**config.mk**
```make
export PLATFORM = sky130hd
export DESIGN_NAME = chan_mux
export DESIGN_NICKNAME = d
export VERILOG_FILES = /design/src/rtl/chan_mux.sv
export SDC_FILE = /design/constraint.sdc
export NUM_CORES = 1
export LEC_CHECK = 0
export ABC_AREA = 1
export CAP_MARGIN = 20
export CORE_MARGIN = 3
export CORE_UTILIZATION = 45
export DETAILED_ROUTE_END_ITERATION = 10
export GPL_TIMING_DRIVEN = 0
export PLACE_DENSITY = 0.85
export SETUP_SLACK_MARGIN = 0.15
export SYNTH_ARGS = -nofsm -noshare
export SYNTH_HDL_FRONTEND = slang
export SYNTH_SLANG_ARGS = --single-unit
```
**constraint.sdc**
```tcl
create_clock -name clk -period 3.56 [get_ports clk]
set_clock_uncertainty 0.2 [all_clocks]
set_input_delay 0.712 -clock clk [delete_from_list [all_inputs] [get_ports clk]]
set_output_delay 0.712 -clock clk [all_outputs]
set_load 0.005 [all_outputs]
```
**src/rtl/chan_mux.sv**
```systemverilog
// rtl/chan_mux.sv - registered N-channel word multiplexer with manual select and round-robin scan
module chan_mux #(
    parameter  int WIDTH    = 8,
    parameter  int CHANNELS = 4,
    parameter  int DWELL    = 16,
    localparam int SELW     = (CHANNELS > 1) ? $clog2(CHANNELS) : 1,
    localparam int CNTW     = (DWELL > 1) ? $clog2(DWELL) : 1
) (
    input  logic                      clk,
    input  logic                      rst_n,
    input  logic [CHANNELS*WIDTH-1:0] in_bus,
    input  logic [SELW-1:0]           sel,
    input  logic                      sel_load,
    input  logic                      mode,
    input  logic                      hold,
    output logic [WIDTH-1:0]          out_val,
    output logic [SELW-1:0]           out_ch,
    output logic                      out_switch,
    output logic                      sel_err
);

    typedef enum logic {MANUAL = 1'b0, SCAN = 1'b1} state_t;

    state_t           state_q;
    logic [SELW-1:0]  ch_q, ch_d;
    logic [CNTW-1:0]  cnt_q, cnt_d;
    logic [WIDTH-1:0] out_val_q;
    logic             out_switch_q;
    logic             sel_err_q;
    logic             sel_ok, load_ok, sel_err_d;

    logic [WIDTH-1:0] words [CHANNELS];

    for (genvar k = 0; k < CHANNELS; k++) begin : g_words
        assign words[k] = in_bus[k*WIDTH +: WIDTH];
    end

    always_comb begin
        ch_d      = ch_q;
        cnt_d     = cnt_q;
        sel_ok    = (int'(sel) < CHANNELS);
        load_ok   = sel_load && !hold && sel_ok;
        sel_err_d = sel_load && !hold && !sel_ok;
        if (state_q == MANUAL) begin
            // Holding the counter at zero in manual makes every entry into scan start a fresh dwell.
            cnt_d = '0;
            if (load_ok) begin
                ch_d = sel;
            end
        end else if (!hold) begin
            if (load_ok) begin
                ch_d  = sel;
                cnt_d = '0;
            end else if (cnt_q == CNTW'(DWELL - 1)) begin
                cnt_d = '0;
                ch_d  = (ch_q == SELW'(CHANNELS - 1)) ? '0 : ch_q + SELW'(1);
            end else begin
                cnt_d = cnt_q + CNTW'(1);
            end
        end
    end

    always_ff @(posedge clk or negedge rst_n) begin
        if (!rst_n) begin
            state_q      <= MANUAL;
            ch_q         <= '0;
            cnt_q        <= '0;
            out_val_q    <= '0;
            out_switch_q <= 1'b0;
            sel_err_q    <= 1'b0;
        end else begin
            state_q      <= mode ? SCAN : MANUAL;
            ch_q         <= ch_d;
            cnt_q        <= cnt_d;
            out_switch_q <= (ch_d != ch_q);
            sel_err_q    <= sel_err_d;
            if (!hold) begin
                out_val_q <= words[ch_d];
            end
        end
    end

    assign out_val    = out_val_q;
    assign out_ch     = ch_q;
    assign out_switch = out_switch_q;
    assign sel_err    = sel_err_q;

endmodule

```
==> key figures, run 1 <==
Run status
  – Status: completed

Detailed routing
  – Drt first pass iters: 4
  – Post-route ant nets: 0
  – Iter 0 DRT Violations: 51
  – WL/cell: 12.71 µm
  – Routed via count: 1368
  – Final WL: 3.367 mm
  – Residual DRC count: 0
  – Via density: 5.162

Synthesis
  – Synth top area share: 0.3408
  – Seq/Total Area, Yosys: 0.3408
  – Post-synth top area cell: dfrtp_1
  – Main flop type after synthesis: dfrtp_1
  – Synth Register Bits: 16
  – Post-synth EDFFs: 0
  – Top cells by area, synth: dfrtp_1 34%, nand2_1 19%, nand3_1 17%
  – Most common cell in the netlist: nand2_1
  – Synth async-reset ratio: 1.000
  – Synth warn: 0
  – Syn_area_per_cell: 6.385 µm²
  – Commonest cells post-synth: 58 x nand2_1, 40 x nand3_1, 35 x inv_1
  – Synthesized area: 1175 µm²
  – Post-Syn Nets: 225
  – Netlist cell types: 23
  – Cell count after synthesis: 184

Min path
  – Min-delay src: out_val[7]$_DFFE_PN0N_
  – Hold path depth: 2
  – Worst hold path type: register to register
  – Hold EP: out_val[7]$_DFFE_PN0N_

Place
  – Final HPWL DP: 2.654 mm
  – Port-buffer cells: 49
  – Dpl ws: 666.3 ps
  – Area of placed instances: 1700 µm²
  – Placed insts: 261
  – RePlAce Congestion: 0.8918

STA
  – Final Setup Violations: 0
  – Final worst slack: 963.7 ps
  – Period utilisation layout: 0.7293
  – Post-route setup TNS: 0 ps
  – Slew Limit Headroom: 0.5219
  – Hold Fails Final Rpt: 0
  – RSZ-0062 raised after global routing: false
  – Achievable Freq: 0.3852 GHz
  – Worst Tran Pin Value: 714.9 ps
  – Slew Limit Fails: 0
  – Fin crit period: 2596 ps

Clocking
  – Max Root-Sink Buffers: 2
  – CTS tree: yes
  – Root Buffer: clkbuf_4
  – Quantity of hold-fixing buffers added after cts: 0
  – Htree depth: 1
  – Post_cts resized: 0
  – CTS buffer count: 3
  – Num Clock Sinks: 16
  – Clock Latency Late Sink: 300 ps
  – Post-CTS setup buffer count: 0
  – Clk slew on worst S/H paths: 110 ps

Global route
  – First-pass GRT wire length: 5.533 mm
  – Pin count of the biggest net entering global routing: 17
  – GRT overflow: 0
  – Initial antenna violation count: 0
  – Number of global-route vias before repair: 1346
  – Total GRT Usage: 0.2152

Floorplanning
  – Ports: 51
  – Row count: 17
  – Die X: 57.10 µm
  – Die H: 57.10 µm
  – Initial Utilization: 0.5021
  – Die area: 3260 µm²
  – Core area: 2340 µm²

Critical path
  – Worst reg-to-reg setup slack: 1390 ps
  – Worst r2r dst: out_val[2]$_DFFE_PN0N_
  – Crit Path Max Fanout: 10
  – Crit. End Element: register
  – CP Data Arrival Time: 2570 ps
  – Reg2reg start: cnt_q[0]$_DFFE_PN0P_
  – Reg2reg path depth: 13
  – Worst setup SP type: primary input
  – WP data required: 3540 ps
  – CP Class: primary input to register

Final layout
  – Fillers: 192
  – Fin util: 0.7422
  – Layout cells sized above 1: 0.07173
  – Fin cells: 265
  – Design Area, Final: 1737 µm²
  – Final net count: 279
  – Antenna fix cells: 0
  – Layout area overhead: 47.82%

Pwr
  – Leak pwr: 0.9397 nW
  – VDD IR max: 0.3801 mV
  – Power Dens Cells: 352.7 nW/µm²

Run
  – Max-Cap Viols: 0
-- where the power goes --
group / leakage [nW] / switching (mW) / internal (mW)
logic: 0.721 / 0.118 / 0.131
clock network: 0.0210 / 0.0629 / 0.0624
registers: 0.198 / 0.0249 / 0.213
-- logic make-up (layout without fill, tap and decap cells) --
group                    Yosys count  after routing  share of synthesized area
flip-flops                        16             16                     0.3408
adder cells (fa/ha/maj)            2              2                    0.02130
AO/OA/AOI/OAI                      8              8                    0.04686
buffers and inverters             44             97                     0.1555
XOR/XNOR                           2              2                    0.01491
AND/OR/NAND/NOR                  111            111                     0.4175
other                              1              1                   0.003192
-- cells in the final DEF (no fill, tap or decap) --
cell,n
nand2_1,58
clkdlybuf4s50_1,49
nand3_1,40
inv_1,35
dfrtp_1,16
nor2_1,7
inv_2,3
clkbuf_4,3
nand2_2,2
o21ai_1,2
buf_4,2
nand2_4,2
xor2_1,2
buf_2,2
a21oi_1,2
ha_1,2
nor3_1,1
o211ai_2,1
buf_6,1
a21o_1,1
clkbuf_1,1
nor4_1,1
o21ai_0,1
a32o_1,1
conb_1,1
clkbuf_8,1
-- layout make-up --
| class | count | area [µm²] | area share |
|---|---|---|---|
| Buffer | 6 | 40.04 | 0.02305 |
| Clock buffer | 4 | 36.28 | 0.02089 |
| Timing Repair Buffer | 49 | 490.5 | 0.2824 |
| Tap cell | 28 | 35.03 | 0.02017 |
| Sequential cell | 16 | 400.4 | 0.2305 |
| Inverter | 38 | 142.6 | 0.08213 |
| Multi-Input combinational cell | 124 | 591.8 | 0.3408 |
-- critical path, cell delays in order --
cell and delay, ps:
clkdlybuf4s50_1 520, inv_2 110, nand2_2 90, o211ai_2 450
buf_2 310, nand3_1 100, nand3_1 100, nand2_1 60
nand2_1 60, nand2_1 60
-- worst max-delay path by stage --
stage / depth (start not counted) / slack, ps / to / start
global route: 10 / 830 / out_val[4]$_DFFE_PN0N_ / hold
global placement: 10 / 740 / out_val[7]$_DFFE_PN0N_ / hold
floorplan: 9 / 1560 / out_val[7]$_DFFE_PN0N_ / hold
detailed placement: 10 / 670 / out_val[7]$_DFFE_PN0N_ / hold
finish: 10 / 960 / out_val[2]$_DFFE_PN0N_ / hold
CTS: 10 / 970 / out_val[2]$_DFFE_PN0N_ / hold
-- through the flow --
step           hold WS [ps]  total power, mW
2_1_floorplan         216.4           0.3598
3_3_place_gp          265.8           0.4804
3_5_place_dp          269.6           0.4881
4_1_cts               299.5           0.6139
5_1_grt               311.3           0.6510
6_report              299.1           0.6125
-- state kept, by name, indices dropped and copies added (netlist names) --
register	flops
cnt_q	4
out_ch	2
out_switch	1
out_val	8
state_q	1
-- metal layers --
layer	GRT usage	wire (µm)
met1	0.2384	1308
met2	0.3931	1798
met5	0	0
met3	0.05204	181
met4	0.08278	79
Power figures use the tool's default switching activity.
==> inputs of run 2 (changes only) <==
--- a/config.mk
+++ b/config.mk
@@ -8,10 +8,10 @@
 export ABC_AREA = 1
 export CAP_MARGIN = 20
 export CORE_MARGIN = 3
-export CORE_UTILIZATION = 45
+export CORE_UTILIZATION = 42
 export DETAILED_ROUTE_END_ITERATION = 10
 export GPL_TIMING_DRIVEN = 0
-export PLACE_DENSITY = 0.85
+export PLACE_DENSITY = 0.8
 export SETUP_SLACK_MARGIN = 0.15
 export SYNTH_ARGS = -nofsm -noshare
 export SYNTH_HDL_FRONTEND = slang
==> constraint.sdc (replaced) <==
create_clock -name clk -period 2.5 [get_ports clk]
set_clock_uncertainty 0.2 [all_clocks]
set_input_delay 0.5 -clock clk [delete_from_list [all_inputs] [get_ports clk]]
set_output_delay 0.5 -clock clk [all_outputs]
set_load 0.005 [all_outputs]
==> run 2 against run 1 <==
  * Sequential power increased by 42%
  * Hold slack worse by 11 ps
  * Final area grew 1.5%
  * Largest cell class unchanged
  * Routed wire length decreased by 9.1%
  * Clock power is 38% higher
  * Worst setup slack got worse by 670 ps
  * Sequential cell count stayed put
  * Clock-buffer cell count is the same
  * Global-route usage is 2.6 points lower
==> key figures, run 2 (synthesis results as in run 1) <==
Run status
  – Status: completed

Final layout
  – Commonest non-fill, non-tap cell in the layout: nand2_1
  – Register Area: 400.4 µm²
  – Fin util: 0.6866
  – Antenna fix cells: 0
  – Layout cells sized above 1: 0.07983
  – Multi-input gate area: 605.6 µm²
  – Final net count: 280
  – Fin cells: 268
  – Design Area, Final: 1763 µm²
  – Most frequent cells in the layout: 58 x nand2_1, 48 x clkdlybuf4s50_1, 40 x nand3_1, 35 x inv_1, 16 x dfrtp_1
  – Layout area overhead: 50.05%
  – Max FFs per register: 8
  – Fillers: 223

Detailed routing
  – Final WL: 3.059 mm
  – Residual DRC count: 0
  – Post-route ant nets: 0
  – Via density: 4.769
  – Iter 0 DRT Violations: 46
  – Routed via count: 1278
  – Drt first pass iters: 4
  – WL/cell: 11.41 µm

Clocking
  – Clk slew on worst S/H paths: 80 ps
  – CTS tree: yes
  – Max Root-Sink Buffers: 2
  – Quantity of hold-fixing buffers added after cts: 0
  – CTS buffer count: 3
  – Num Clock Sinks: 16
  – Clock Latency Late Sink: 290 ps
  – Root Buffer: clkbuf_4
  – Htree depth: 1

Critical path
  – Crit Path Max Fanout: 10
  – Worst reg-to-reg setup slack: 390 ps
  – Crit. End Element: register
  – CP Class: primary input to register
  – Reg2reg path depth: 13
  – Worst setup SP type: primary input
  – WP data required: 2470 ps
  – CP Data Arrival Time: 2180 ps
  – Setup crit start: sel_load
  – Reg2reg start: cnt_q[0]$_DFFE_PN0P_
  – Worst r2r dst: out_val[7]$_DFFE_PN0N_
  – End of the critical path: out_val[7]$_DFFE_PN0N_

Global route
  – Met2 Use GR: 0.3470
  – GR peak layer: met2
  – Total GRT Usage: 0.1887
  – Met1 usage: 0.2062
  – Number of global-route vias before repair: 1246
  – Met3 global-route usage: 0.06140
  – Pin count of the biggest net entering global routing: 17
  – First-pass GRT wire length: 5.057 mm
  – Initial antenna violation count: 0
  – GRT overflow: 0

STA
  – Hold Fails Final Rpt: 0
  – Period utilisation layout: 0.8834
  – Final Setup Violations: 0
  – Achievable Freq: 0.4528 GHz
  – RSZ-0062 raised after global routing: false
  – Worst Tran Pin Value: 724.9 ps
  – Slew Limit Headroom: 0.5152
  – Slew Limit Fails: 0
  – Fin crit period: 2208 ps
  – Final worst slack: 291.6 ps

Floorplanning
  – Ports: 51
  – Die area: 3468 µm²
  – Die H: 58.89 µm
  – Initial Utilization: 0.4576
  – Die X: 58.89 µm
  – Core area: 2567 µm²
  – Row count: 18

Place
  – Placed insts: 263
  – Dpl ws: -151.5 ps
  – Port-buffer cells: 49
  – Final HPWL DP: 2.478 mm
  – Area of placed instances: 1703 µm²
  – RePlAce Congestion: 0.8582

Run
  – Max-Cap Viols: 0

Pwr
  – VDD IR max: 0.4381 mV
  – Power Dens Cells: 490.9 nW/µm²
  – Leak pwr: 0.9569 nW

Min path
  – Min-delay src: out_val[6]$_DFFE_PN0N_
  – Worst hold path type: register to register
run 2: changes by cell type in the layout (fill, tap and decap cells not counted):
cell | previous run | this run
o211ai_4 | 0 | 1
o211ai_2 | 1 | 0
clkdlybuf4s50_1 | 49 | 48
buf_4 | 2 | 3
dlymetal6s2s_1 | 0 | 1
nor3_1 | 1 | 0
nor3_2 | 0 | 1
run 2: power breakdown:
part | total, mW | internal, mW | switching (mW)
combinational | 0.354 | 0.190 | 0.164
clock | 0.173 | 0.0887 | 0.0846
sequential | 0.338 | 0.304 | 0.0346
total | 0.865 | 0.582 | 0.283
run 2: worst max-delay path: stages:
cell and delay [ps]:
clkdlybuf4s50_1 510, nand2_2 190, nor2_1 60, nor2_1 210
nand2_4 130, nand2_4 140, buf_6 150, nand2_1 50
nand3_1 60, nand2_1 70, nand2_1 60, nand2_1 50
run 2: cell type report:
type                       count  share of cell area
multi-input combinational    124              0.3435
timing repair buffer          50              0.2839
sequential                    16              0.2271
inverter                      38             0.08091
buffer                         6             0.02271
tap                           30             0.02129
clock buffer                   4             0.02058
run 2: worst min path at each step:
stage | to | slack, ps | cells past startpoint
after floorplan | cnt_q[0]$_DFFE_PN0P_ | 4 | 0
after global placement | out_val[4]$_DFFE_PN0N_ | 260 | 2
after detailed placement | out_val[6]$_DFFE_PN0N_ | 270 | 2
after CTS | out_val[6]$_DFFE_PN0N_ | 290 | 2
after global routing | out_val[3]$_DFFE_PN0N_ | 330 | 2
final | out_val[6]$_DFFE_PN0N_ | 290 | 2
run 2: through the flow:
stage | power, mW | hold slack [ps] | setup TNS [ps]
final | 0.8655 | 288.3 | 0
after global routing | 0.9374 | 331.8 | 0
after CTS | 0.8665 | 287.0 | 0
after detailed placement | 0.6942 | 268.3 | -1036
after global placement | 0.6856 | 264.4 | -797.5
after floorplan | 0.5124 | 4.409 | 0
run 2: what timing repair did:
action,CTS,global route
resized for setup,0,3
setup buffers,0,1
endpoints found under the setup margin,0,8
hold endpoints to repair,0,0
run 2: metal layers:
layer,vias up,wire (µm)
met5,-,0
met3,2,232
li1,672,-
met2,46,1545
met1,558,1270
met4,0,11
